==> src/rtl/pdu_input_cond.sv <==
// Purpose : synchronise and debounce the PDU board inputs (run, step, valid, in[4:0]);
//           per-channel clean level plus one-cycle rise/fall pulses, and step auto-repeat.
// Latency : a raw change stable from edge e0 moves the level at edge e0+DB_CYCLES+2.
// Backpr. : none; pulses are single-cycle and unconditioned, the consumer must sample every cycle.
//
// Ports:
//   clk, rst                          clock, async active-high reset
//   run_raw, step_raw, valid_raw      raw switch/button inputs
//   in_raw[4:0]                       raw data switches
//   run, step, valid, in[4:0]         debounced levels
//   rise[7:0], fall[7:0]              one-cycle edge pulses (0-4 in, 5 valid, 6 step, 7 run)
//   step_rep                          one-cycle step request: step rise plus auto-repeats
module pdu_input_cond #(
   parameter int DB_CYCLES     = 1000000,
   parameter int HOLD_CYCLES   = 50000000,
   parameter int REPEAT_CYCLES = 20000000,
   parameter int CNT_W         = 27
) (
   input  logic       clk,
   input  logic       rst,
   input  logic       run_raw,
   input  logic       step_raw,
   input  logic       valid_raw,
   input  logic [4:0] in_raw,
   output logic       run,
   output logic       step,
   output logic       valid,
   output logic [4:0] in,
   output logic [7:0] rise,
   output logic [7:0] fall,
   output logic       step_rep
);

   localparam logic [CNT_W-1:0] DB_LAST   = CNT_W'(DB_CYCLES - 1);
   localparam logic [CNT_W-1:0] HOLD_LAST = CNT_W'(HOLD_CYCLES - 1);
   localparam logic [CNT_W-1:0] REP_LAST  = CNT_W'(REPEAT_CYCLES - 1);

   localparam int CH_STEP = 6;
   localparam int CH_RUN  = 7;

   typedef enum logic [1:0] {S_LO, W_HI, S_HI, W_LO} db_state_t;

   logic [7:0]       raw_vec;
   logic [7:0]       sync1;
   logic [7:0]       sync2;
   db_state_t        st_q   [8];
   db_state_t        st_d   [8];
   logic [CNT_W-1:0] cnt_q  [8];
   logic [CNT_W-1:0] cnt_d  [8];
   logic [7:0]       lvl;
   logic [7:0]       lvl_d;
   logic [7:0]       rise_d;
   logic [7:0]       fall_d;

   // auto-repeat state
   logic             armed;      // set by a step rise seen with run low
   logic             rep_phase;  // 0: waiting HOLD_CYCLES, 1: periodic repeats
   logic [CNT_W-1:0] hold_cnt;

   assign raw_vec = {run_raw, step_raw, valid_raw, in_raw};

   // two-flop synchroniser; the debounce FSMs only ever look at sync2
   always_ff @(posedge clk or posedge rst) begin
      if (rst) begin
         sync1 <= '0;
         sync2 <= '0;
      end else begin
         sync1 <= raw_vec;
         sync2 <= sync1;
      end
   end

   // debounce next-state: a W_ state needs DB_CYCLES+1 consecutive agreeing samples;
   // any disagreement drops back to the stable state and the count restarts from 0
   always_comb begin
      rise_d = '0;
      fall_d = '0;
      lvl    = '0;
      lvl_d  = '0;
      for (int i = 0; i < 8; i++) begin
         st_d[i]  = st_q[i];
         cnt_d[i] = cnt_q[i];
         case (st_q[i])
            S_LO: begin
               if (sync2[i]) begin
                  st_d[i]  = W_HI;
                  cnt_d[i] = '0;
               end
            end
            W_HI: begin
               if (!sync2[i]) begin
                  st_d[i]  = S_LO;
                  cnt_d[i] = '0;
               end else if (cnt_q[i] == DB_LAST) begin
                  st_d[i]   = S_HI;
                  cnt_d[i]  = '0;
                  rise_d[i] = 1'b1;
               end else begin
                  cnt_d[i] = cnt_q[i] + 1'b1;
               end
            end
            S_HI: begin
               if (!sync2[i]) begin
                  st_d[i]  = W_LO;
                  cnt_d[i] = '0;
               end
            end
            W_LO: begin
               if (sync2[i]) begin
                  st_d[i]  = S_HI;
                  cnt_d[i] = '0;
               end else if (cnt_q[i] == DB_LAST) begin
                  st_d[i]   = S_LO;
                  cnt_d[i]  = '0;
                  fall_d[i] = 1'b1;
               end else begin
                  cnt_d[i] = cnt_q[i] + 1'b1;
               end
            end
            default: begin
               st_d[i]  = S_LO;
               cnt_d[i] = '0;
            end
         endcase
         lvl[i]   = (st_q[i] == S_HI) || (st_q[i] == W_LO);
         lvl_d[i] = (st_d[i] == S_HI) || (st_d[i] == W_LO);
      end
   end

   always_ff @(posedge clk or posedge rst) begin
      if (rst) begin
         for (int i = 0; i < 8; i++) begin
            st_q[i]  <= S_LO;
            cnt_q[i] <= '0;
         end
         rise <= '0;
         fall <= '0;
      end else begin
         for (int i = 0; i < 8; i++) begin
            st_q[i]  <= st_d[i];
            cnt_q[i] <= cnt_d[i];
         end
         rise <= rise_d;
         fall <= fall_d;
      end
   end

   assign {run, step, valid, in} = lvl;

   // Auto-repeat uses the next-cycle levels so that a step fall or run rise
   // suppresses a repeat landing on the same edge. armed is only set by a
   // step rise with run low, so dropping run while step is held stays silent.
   always_ff @(posedge clk or posedge rst) begin
      if (rst) begin
         armed     <= 1'b0;
         rep_phase <= 1'b0;
         hold_cnt  <= '0;
         step_rep  <= 1'b0;
      end else if (!lvl_d[CH_STEP] || lvl_d[CH_RUN]) begin
         armed     <= 1'b0;
         rep_phase <= 1'b0;
         hold_cnt  <= '0;
         step_rep  <= 1'b0;
      end else if (rise_d[CH_STEP]) begin
         armed     <= 1'b1;
         rep_phase <= 1'b0;
         hold_cnt  <= '0;
         step_rep  <= 1'b1;
      end else if (armed) begin
         if (hold_cnt == (rep_phase ? REP_LAST : HOLD_LAST)) begin
            rep_phase <= 1'b1;
            hold_cnt  <= '0;
            step_rep  <= 1'b1;
         end else begin
            hold_cnt  <= hold_cnt + 1'b1;
            step_rep  <= 1'b0;
         end
      end else begin
         step_rep <= 1'b0;
      end
   end

endmodule

==> config.mk <==
export PLATFORM = sky130hd
export DESIGN_NAME = pdu_input_cond
export DESIGN_NICKNAME = d
export VERILOG_FILES = /design/src/rtl/pdu_input_cond.sv
export SDC_FILE = /design/constraint.sdc
export NUM_CORES = 1
export LEC_CHECK = 0
export ABC_AREA = 0
export CORE_ASPECT_RATIO = 1.5
export CORE_MARGIN = 3
export CORE_UTILIZATION = 59
export CTS_BUF_LIST = sky130_fd_sc_hd__clkbuf_4
export CTS_CLUSTER_DIAMETER = 30
export DETAILED_ROUTE_END_ITERATION = 16
export GPL_TIMING_DRIVEN = 0
export PLACE_DENSITY = 0.79
export SLEW_MARGIN = 30
export SYNTH_ARGS = -nofsm -noshare
export SYNTH_HDL_FRONTEND = slang
export SYNTH_SLANG_ARGS = --single-unit
==> constraint.sdc <==
create_clock -name clk -period 10.1 [get_ports clk]
set_input_delay 2.02 -clock clk [delete_from_list [all_inputs] [get_ports clk]]
set_output_delay 2.02 -clock clk [all_outputs]
set_load 0.02 [all_outputs]
==> results of run 1 <==
## per-layer routing
metal / GRT usage (%) / up-vias / share of wire [%]
met5: 0 / - / 0
met4: 11.8 / 0 / 2.5
met3: 4.44 / 91 / 5.4
met2: 47.0 / 464 / 52
met1: 30.0 / 6925 / 40
li1: - / 6750 / -
## synthesized netlist by cell type (21+ instances only)
master,n
sky130_fd_sc_hd__a21oi_1,114
sky130_fd_sc_hd__a22o_1,35
sky130_fd_sc_hd__a31oi_1,129
sky130_fd_sc_hd__a41oi_1,21
sky130_fd_sc_hd__and3_1,31
sky130_fd_sc_hd__and4_1,29
sky130_fd_sc_hd__clkbuf_1,74
sky130_fd_sc_hd__dfrtp_1,294
sky130_fd_sc_hd__inv_1,38
sky130_fd_sc_hd__nand2_1,186
sky130_fd_sc_hd__nand2b_1,30
sky130_fd_sc_hd__nand3_1,122
sky130_fd_sc_hd__nand4_1,62
sky130_fd_sc_hd__nor2_1,100
sky130_fd_sc_hd__nor3_1,51
sky130_fd_sc_hd__nor3b_1,26
sky130_fd_sc_hd__nor4_1,47
sky130_fd_sc_hd__o21ai_0,72
sky130_fd_sc_hd__xnor2_1,31
sky130_fd_sc_hd__xor2_1,31
## worst min path at each step
stage | slack (ns) | cells past startpoint | endpoint | from
after floorplan | 0.33 | 0 | sync2[0]$_DFF_PP0_ | sync1[0]$_DFF_PP0_
after global placement | 0.33 | 0 | sync2[5]$_DFF_PP0_ | sync1[5]$_DFF_PP0_
after detailed placement | 0.34 | 0 | sync2[0]$_DFF_PP0_ | sync1[0]$_DFF_PP0_
after CTS | 0.35 | 0 | sync2[4]$_DFF_PP0_ | sync1[4]$_DFF_PP0_
after global routing | 0.36 | 0 | sync2[4]$_DFF_PP0_ | sync1[4]$_DFF_PP0_
final | 0.35 | 0 | sync2[4]$_DFF_PP0_ | sync1[4]$_DFF_PP0_
## power breakdown
group	internal, mW	total [mW]	switching [mW]
combinational	0.0979	0.322	0.224
clock	0.538	1.00	0.464
sequential	1.21	1.26	0.0445
## critical path, stage by stage, from the launching register on
cell and delay (ns):
sky130_fd_sc_hd__dfrtp_1 0.45, sky130_fd_sc_hd__clkbuf_1 0.13, sky130_fd_sc_hd__clkdlybuf4s50_1 0.61
## state kept, by name (all words and copies together) (netlist names), named ones only
register,count
rep_phase,1
armed,1
rise,8
sync1,8
fall,8
hold_cnt,27
step_rep,1
st_q,10
sync2,8
cnt_q,216
## cell type report
cell class | instances | area, µm² | share of cell area (%)
antenna | 3 | 7.51 | 0.0427
buffer | 92 | 364 | 2.07
clock buffer | 108 | 811 | 4.61
clock inverter | 15 | 111 | 0.634
inverter | 38 | 146 | 0.833
multi-input combinational | 1298 | 7740 | 44.1
sequential | 294 | 7360 | 41.9
tap | 333 | 417 | 2.37
timing repair buffer | 46 | 618 | 3.52
## cell families after synthesis
logic type                 count (synthesis)
adders and majority gates                  9
xor gates and xnor gates                  62
buffers and inverters                    130
DFF                                      294
muxes                                     22
AOI/OAI and AO/OA                        427
and+or+nand+nor                          778
==> results.txt, run 1 <==
----------------------------------------------------
[Route]
  Overall routed net length ... ~37 mm
  Antenna viol nets, final ... 0
  Remaining routing DRC violations ... 0
  Number of vias after detailed routing ... approximately 14000
  Number of DRC markers in iteration 0 ... 847
  Routed length per instance ... roughly 17 µm
  Vias per std cell ... 6.39
  Detailed-routing iteration count for the pre-antenna-repair pass ... 6

[STA]
  Setup Viol. Count Final ... 0
  Final Worst Setup Slack ... 6.21 ns
  Max-slew violation total from the final report ... 0
  Measured slew at the worst slew-check pin ... approximately 0.90 ns
  Final worst path period share ... approximately two fifths
  Sum of negative setup slack ... 0 ns
  Worst clock skew on the final layout ... about 0.038 ns
  RSZ-0062 raised after global routing ... false
  Hold slack ... about 0.35 ns
  Time the final worst path needs with I/O delays and setup ... 3.89 ns
  Worst relative slew slack ... between 30% and 40%
  Hold Fails Final Rpt ... 0
  FMAX ... roughly 260 MHz

[Synthesis]
  Seq cells post-synth ... about 290
  Share of synthesized cell area in and, or, nand and nor gates ... between 20% and 30%
  Adder and majority cell fraction of the synthesized area ... less than 1%
  Main combinational cell family by area after synthesis ... simple AND/OR/NAND/NOR gates
  Number of enable-type register cells in the synthesized netlist ... 0
  Net count after synthesis ... roughly 1700
  Avg Inst Size Synth ... around 9.1 µm²
  Area of the mapped netlist ... ~0.016 mm²
  Fraction of synthesized area in multiplexers ... around 1.5%
  Syn Inst Count ... between 1500 and 2000
  Number of unique standard cell types used by synthesis ... between 60 and 70
  Top cells by area in the synthesized netlist ... sky130_fd_sc_hd__dfrtp_1 (47%), sky130_fd_sc_hd__a31oi_1 (5.2%), sky130_fd_sc_hd__nand2_1 (4.5%), sky130_fd_sc_hd__nand3_1 (3.9%), sky130_fd_sc_hd__a21oi_1 (3.7%)
  Primary FF master, synth ... sky130_fd_sc_hd__dfrtp_1
  FFs w/ async S/R, synth ... between 90% and 100%
  Synth top area share ... 47.2%
  Library cell occupying the most area in the post-synthesis netlist ... sky130_fd_sc_hd__dfrtp_1
  Compound-cell area share of the yosys netlist ... 17.2%
  Synthesis Warnings ... 0
  Seq/Total Area, Yosys ... 47.2%
  Post-synthesis xor/xnor area fraction ... between 3 and 4%

[Clock tree]
  Count of clock tree sinks ... a little under 300
  Root buffer cell ... sky130_fd_sc_hd__clkbuf_4
  Clock transition at the register clock pins on the worst setup and hold paths after CTS ... 0.06 ns
  Post-cts resize count ... 0
  Post-CTS Setup Bufs ... 0
  Hold Buf Count CTS ... 0
  Max Buffers Root-to-Sink ... 3
  H-tree levels ... 3
  Clock latency of the later-clocked register in the worst-skew pair ... 0.69 ns
  Cts bufs inserted ... 75
  Clock tree from TritonCTS ... done

[Critical path]
  Worst-path maximum fanout ... 5
  Launch point of the worst reg-to-reg path ... cnt_q[54]$_DFFE_PP0P_
  Last element of the critical path ... run
  Logic depth of the worst register-to-register path ... 8
  Destination of the worst register-to-register timing path ... cnt_q[78]$_DFFE_PP0P_
  Startpoint of the most critical setup path ... st_q[1]$_DFF_PP0_
  Data required time at the worst endpoint ... just over 8 ns
  CP arrival ... 1.87 ns
  WS Path Type ... flip-flop to output pin
  R2R setup slack ... about 7.4 ns
  Capturing element type of the critical path ... output pin
  Nature of the critical path startpoint ... flip-flop

[Run status]
  Outcome ... finished, final reports clean

[GRT]
  Number of antenna violations at the first check in global routing ... 2
  Global-route wire length before repair ... 63.3 mm
  Total routing resource utilization after global routing ... roughly a quarter
  Number of global-route vias before repair ... ~14000
  Remaining Overflow, GRT ... 0
  Maximum number of pins on one net before global-route repair ... 31

[Floorplan]
  Floorplan die width ... between 100 and 150 µm
  Initial core utilization ... ~60%
  Core ar. ... 0.0259 mm²
  Chip Height ... a little over 200 µm
  Number of rows in the core area ... 72
  Floorplan die area ... 0.0285 mm²
  Number of placed I/O pins ... 35

[Final layout]
  Number of nets in the layout ... about 1900
  Highest-count cells in the layout ignoring fill and taps ... sky130_fd_sc_hd__dfrtp_1 (294), sky130_fd_sc_hd__nand2_1 (186), sky130_fd_sc_hd__a31oi_1 (129)
  Commonest non-fill, non-tap cell in the layout ... sky130_fd_sc_hd__dfrtp_1
  Area delta synth->final ... 12.7%
  Final cell utilization of the core ... approximately two thirds
  Cell area after layout ... 0.0176 mm²
  Number of fill cells ... approximately 2100
  Layout cell share with drive strength beyond 1 ... 9.68%
  Non-Filler Instances ... about 2200

[Power and ir drop]
  P_leak ... slightly above 7 nW
  Total power ... 2.58 mW
  Maximum resistive drop on vdd ... between 100 and 150 µV
  Pwr dens ... ~150 mW/mm²

[Hold path]
  Worst min path class ... flip-flop to flip-flop

[Run]
  Maxcap violations ... 0

[Placed design]
  Port buffer count ... 34
  Placed Instances ... between 2000 and 2500
  Pre-CTS setup slack ... 6.69 ns
  Placed wire-length estimate after detailed placement ... 25.5 mm
  Placed instance area ... approximately 0.017 mm²
  Final estimated routing congestion in global placement ... around 0.92

----------------------------------------------------
(Power assumes the default switching activity.)
==> run 2: changes to the inputs <==
CORE_UTILIZATION = 60   (was 59)
PLACE_DENSITY = 0.77   (was 0.79)
clock period = 3.69 ns   (was 10.1 ns; I/O delays follow)
==> run 2 against run 1 <==
Hold slack got worse by 0.0051 ns. Sequential power grew to 2.7 times the previous value. Final cell count down 0.22%. Register-to-register slack worse by 6.5 ns. Critical path type is now flip-flop to flip-flop. Critical path depth is 6 higher.
==> results.txt, run 2 (synthesis gave the netlist of run 1 again) <==
----------------------------------------------------
[Critical path]
  Capturing element type of the critical path ... flip-flop
  CP arrival ... 3.35 ns (+1.48 ns)
  Cell breakdown of the critical path ... ha_1 -> nand4_1 -> nor4_1 -> a21oi_1 -> clkbuf_1 -> buf_2 -> a32oi_1 -> nand2_1
  Data required time at the worst endpoint ... 4.26 ns (-3.82 ns)
  Nature of the critical path startpoint ... flip-flop
  Crit path max-delay cell type ... sky130_fd_sc_hd__nor4_1
  Max incr delay on CP ... 0.52 ns (-0.09 ns)
  Top cell family by delay on the critical path ... simple AND/OR/NAND/NOR gates
  WS Path Type ... flip-flop to flip-flop
  Buffers plus inverters on the worst setup path ... 2 (unchanged)
  Worst-path maximum fanout ... 10 (+5)

[Final layout]
  Non-Filler Instances ... 2222 (-0.22%)
  Commonest non-fill, non-tap cell in the layout ... sky130_fd_sc_hd__dfrtp_1
  Layout cell share with drive strength beyond 1 ... 9.47% (-0.21 points)
  Highest-count cells in the layout ignoring fill and taps ... sky130_fd_sc_hd__dfrtp_1 (294), sky130_fd_sc_hd__nand2_1 (186), sky130_fd_sc_hd__a31oi_1 (129)
  Most flops, register ... cnt_q
  Number of flip-flops under the largest register name ... 216 (unchanged)
  Number of nets in the layout ... 1864 (unchanged)
  Regs by FF count ... cnt_q (216), hold_cnt (27), st_q (10)
  Cell area after layout ... 0.0176 mm² (about the same)
  Area delta synth->final ... 12.7% (about the same)

[Placed design]
  Placed wire-length estimate after detailed placement ... 25.8 mm (+1.1%)
  Port buffer count ... 34 (unchanged)
  Placed instance area ... 0.0166 mm² (-0.21%)
  Placed Instances ... 2095 (-0.29%)
  Final estimated routing congestion in global placement ... 0.926 (+0.23%)

[Floorplan]
  Number of rows in the core area ... 71 (-1.4%)
  Number of placed I/O pins ... 35 (unchanged)
  Floorplan die width ... 138 µm (-0.80%)
  Floorplan die area ... 0.0280 mm² (-1.6%)
  Initial core utilization ... 61.6% (+1.5 points)
  Chip Height ... 203 µm (-0.81%)
  Core ar. ... 0.0253 mm² (-2.4%)

[Route]
  Number of vias after detailed routing ... 14200 (-0.53%)
  Remaining routing DRC violations ... 0 (unchanged)
  Detailed-routing iteration count for the pre-antenna-repair pass ... 5 (-1)
  Routed length per instance ... 17.0 µm (+2.0%)
  Number of DRC markers in iteration 0 ... 963 (+14%)
  Vias per std cell ... 6.37 (-0.31%)
  Antenna viol nets, final ... 0 (unchanged)
  Overall routed net length ... 37.7 mm (+1.7%)

[GRT]
  Global-route wire length before repair ... 64.0 mm (+1.1%)
  Maximum number of pins on one net before global-route repair ... 30 (-3.2%)
  Remaining Overflow, GRT ... 0 (unchanged)
  Total routing resource utilization after global routing ... 27.4% (+1.4 points)
  Number of antenna violations at the first check in global routing ... 2 (unchanged)
  Number of global-route vias before repair ... 14000 (+0.70%)

[STA]
  Time the final worst path needs with I/O delays and setup ... 2.78 ns
  Worst relative slew slack ... 37.8% (-1.9 points)
  RSZ-0062 raised after global routing ... false
  Worst clock skew on the final layout ... 0.0472 ns (+0.00953 ns)
  FMAX ... between 300 and 400 MHz
  Max-slew violation total from the final report ... 0 (unchanged)
  Sum of negative setup slack ... 0 ns (unchanged)
  Measured slew at the worst slew-check pin ... 0.927 ns (+0.0283 ns)
  Final worst path period share ... about three quarters
  Hold Fails Final Rpt ... 0 (unchanged)
  Hold slack ... 0.346 ns (-0.00510 ns)
  Setup Viol. Count Final ... 0 (unchanged)

[Clock tree]
  Clock tree from TritonCTS ... done
  H-tree levels ... 3 (unchanged)
  Root buffer cell ... sky130_fd_sc_hd__clkbuf_4
  Post-CTS Setup Bufs ... 0 (unchanged)
  Hold Buf Count CTS ... 0 (unchanged)
  Max Buffers Root-to-Sink ... 3 (unchanged)
  Clock latency of the later-clocked register in the worst-skew pair ... 0.72 ns (+0.03 ns)
  Cts bufs inserted ... 76 (+1.3%)
  Clock transition at the register clock pins on the worst setup and hold paths after CTS ... 0.06 ns (about the same)
  Post-cts resize count ... 0 (unchanged)
  Count of clock tree sinks ... 294 (unchanged)

[Run]
  Maxcap violations ... 0 (unchanged)

[Run status]
  Outcome ... finished, final reports clean

[Power and ir drop]
  Pwr dens ... 411 mW/mm² (+180%)
  Total power ... 7.23 mW (+180%)
  P_leak ... 7.10 nW (about the same)
  Maximum resistive drop on vdd ... 266 µV (+130%)

[Hold path]
  Worst min path class ... flip-flop to flip-flop

----------------------------------------------------
## run 2: changes by cell type in the layout (fill, tap and decap cells not counted), sizes merged
cell / delta
diode: +1
bufinv: +2
inv: -1
buf: -1
clkbuf: -2
clkinv: +1
## run 2: worst paths after layout
kind                                       startpoint                      to  slack [ns]  cells past startpoint
worst max-delay path            cnt_q[54]$_DFFE_PP0P_   cnt_q[74]$_DFFE_PP0P_        0.91                      8
worst min-delay path               sync1[5]$_DFF_PP0_      sync2[5]$_DFF_PP0_        0.35                      0
worst max register to register  cnt_q[54]$_DFFE_PP0P_   cnt_q[74]$_DFFE_PP0P_        0.91                      8
worst min register to register     sync1[5]$_DFF_PP0_      sync2[5]$_DFF_PP0_        0.35                      0
max in group asynchronous                         rst  cnt_q[199]$_DFFE_PP0P_        2.23                      5
min in group asynchronous                         rst  cnt_q[180]$_DFFE_PP0P_        0.45                      2
## run 2: power by group
| group | internal (mW) | total [mW] | switching (mW) | leakage, nW |
|---|---|---|---|---|
| Clock | 1.59 | 2.91 | 1.31 | 0.567 |
| Combinational | 0.264 | 0.879 | 0.616 | 2.50 |
| Sequential | 3.32 | 3.44 | 0.118 | 4.04 |
## run 2: stage by stage
step	worst slack, ns	util (%)
6_report	0.906	69.4
3_5_place_dp	0.968	65.6
2_1_floorplan	-0.951	-
4_1_cts	0.964	69.4
3_3_place_gp	-3.00	64.6
5_1_grt	0.622	69.4
## run 2: layout make-up
| type | instances | area [µm²] |
|---|---|---|
| multi-input combinational | 1298 | 7740 |
| clock buffer | 106 | 796 |
| timing repair buffer | 45 | 583 |
| clock inverter | 17 | 170 |
| tap | 328 | 410 |
| fill | 2062 | 7740 |
| antenna | 4 | 10.0 |
| inverter | 38 | 146 |
| sequential | 294 | 7360 |
| buffer | 92 | 364 |
## run 2: per-layer routing
metal  GRT usage (%)  share of wire, %  up-vias
met2            47.3                52      463
met3            4.74               4.5       95
li1                -                 -     6746
met4            12.1               2.7        0
met5               0                 0        -
met1            33.2                41     6850
## run 2: worst register-to-register path, stage by stage (launching register included)
cell and delay, ns:
sky130_fd_sc_hd__dfrtp_1 0.39, sky130_fd_sc_hd__ha_1 0.25, sky130_fd_sc_hd__nand4_1 0.33, sky130_fd_sc_hd__nor4_1 0.52
sky130_fd_sc_hd__a21oi_1 0.29, sky130_fd_sc_hd__clkbuf_1 0.31, sky130_fd_sc_hd__buf_2 0.28, sky130_fd_sc_hd__a32oi_1 0.20
sky130_fd_sc_hd__nand2_1 0.07
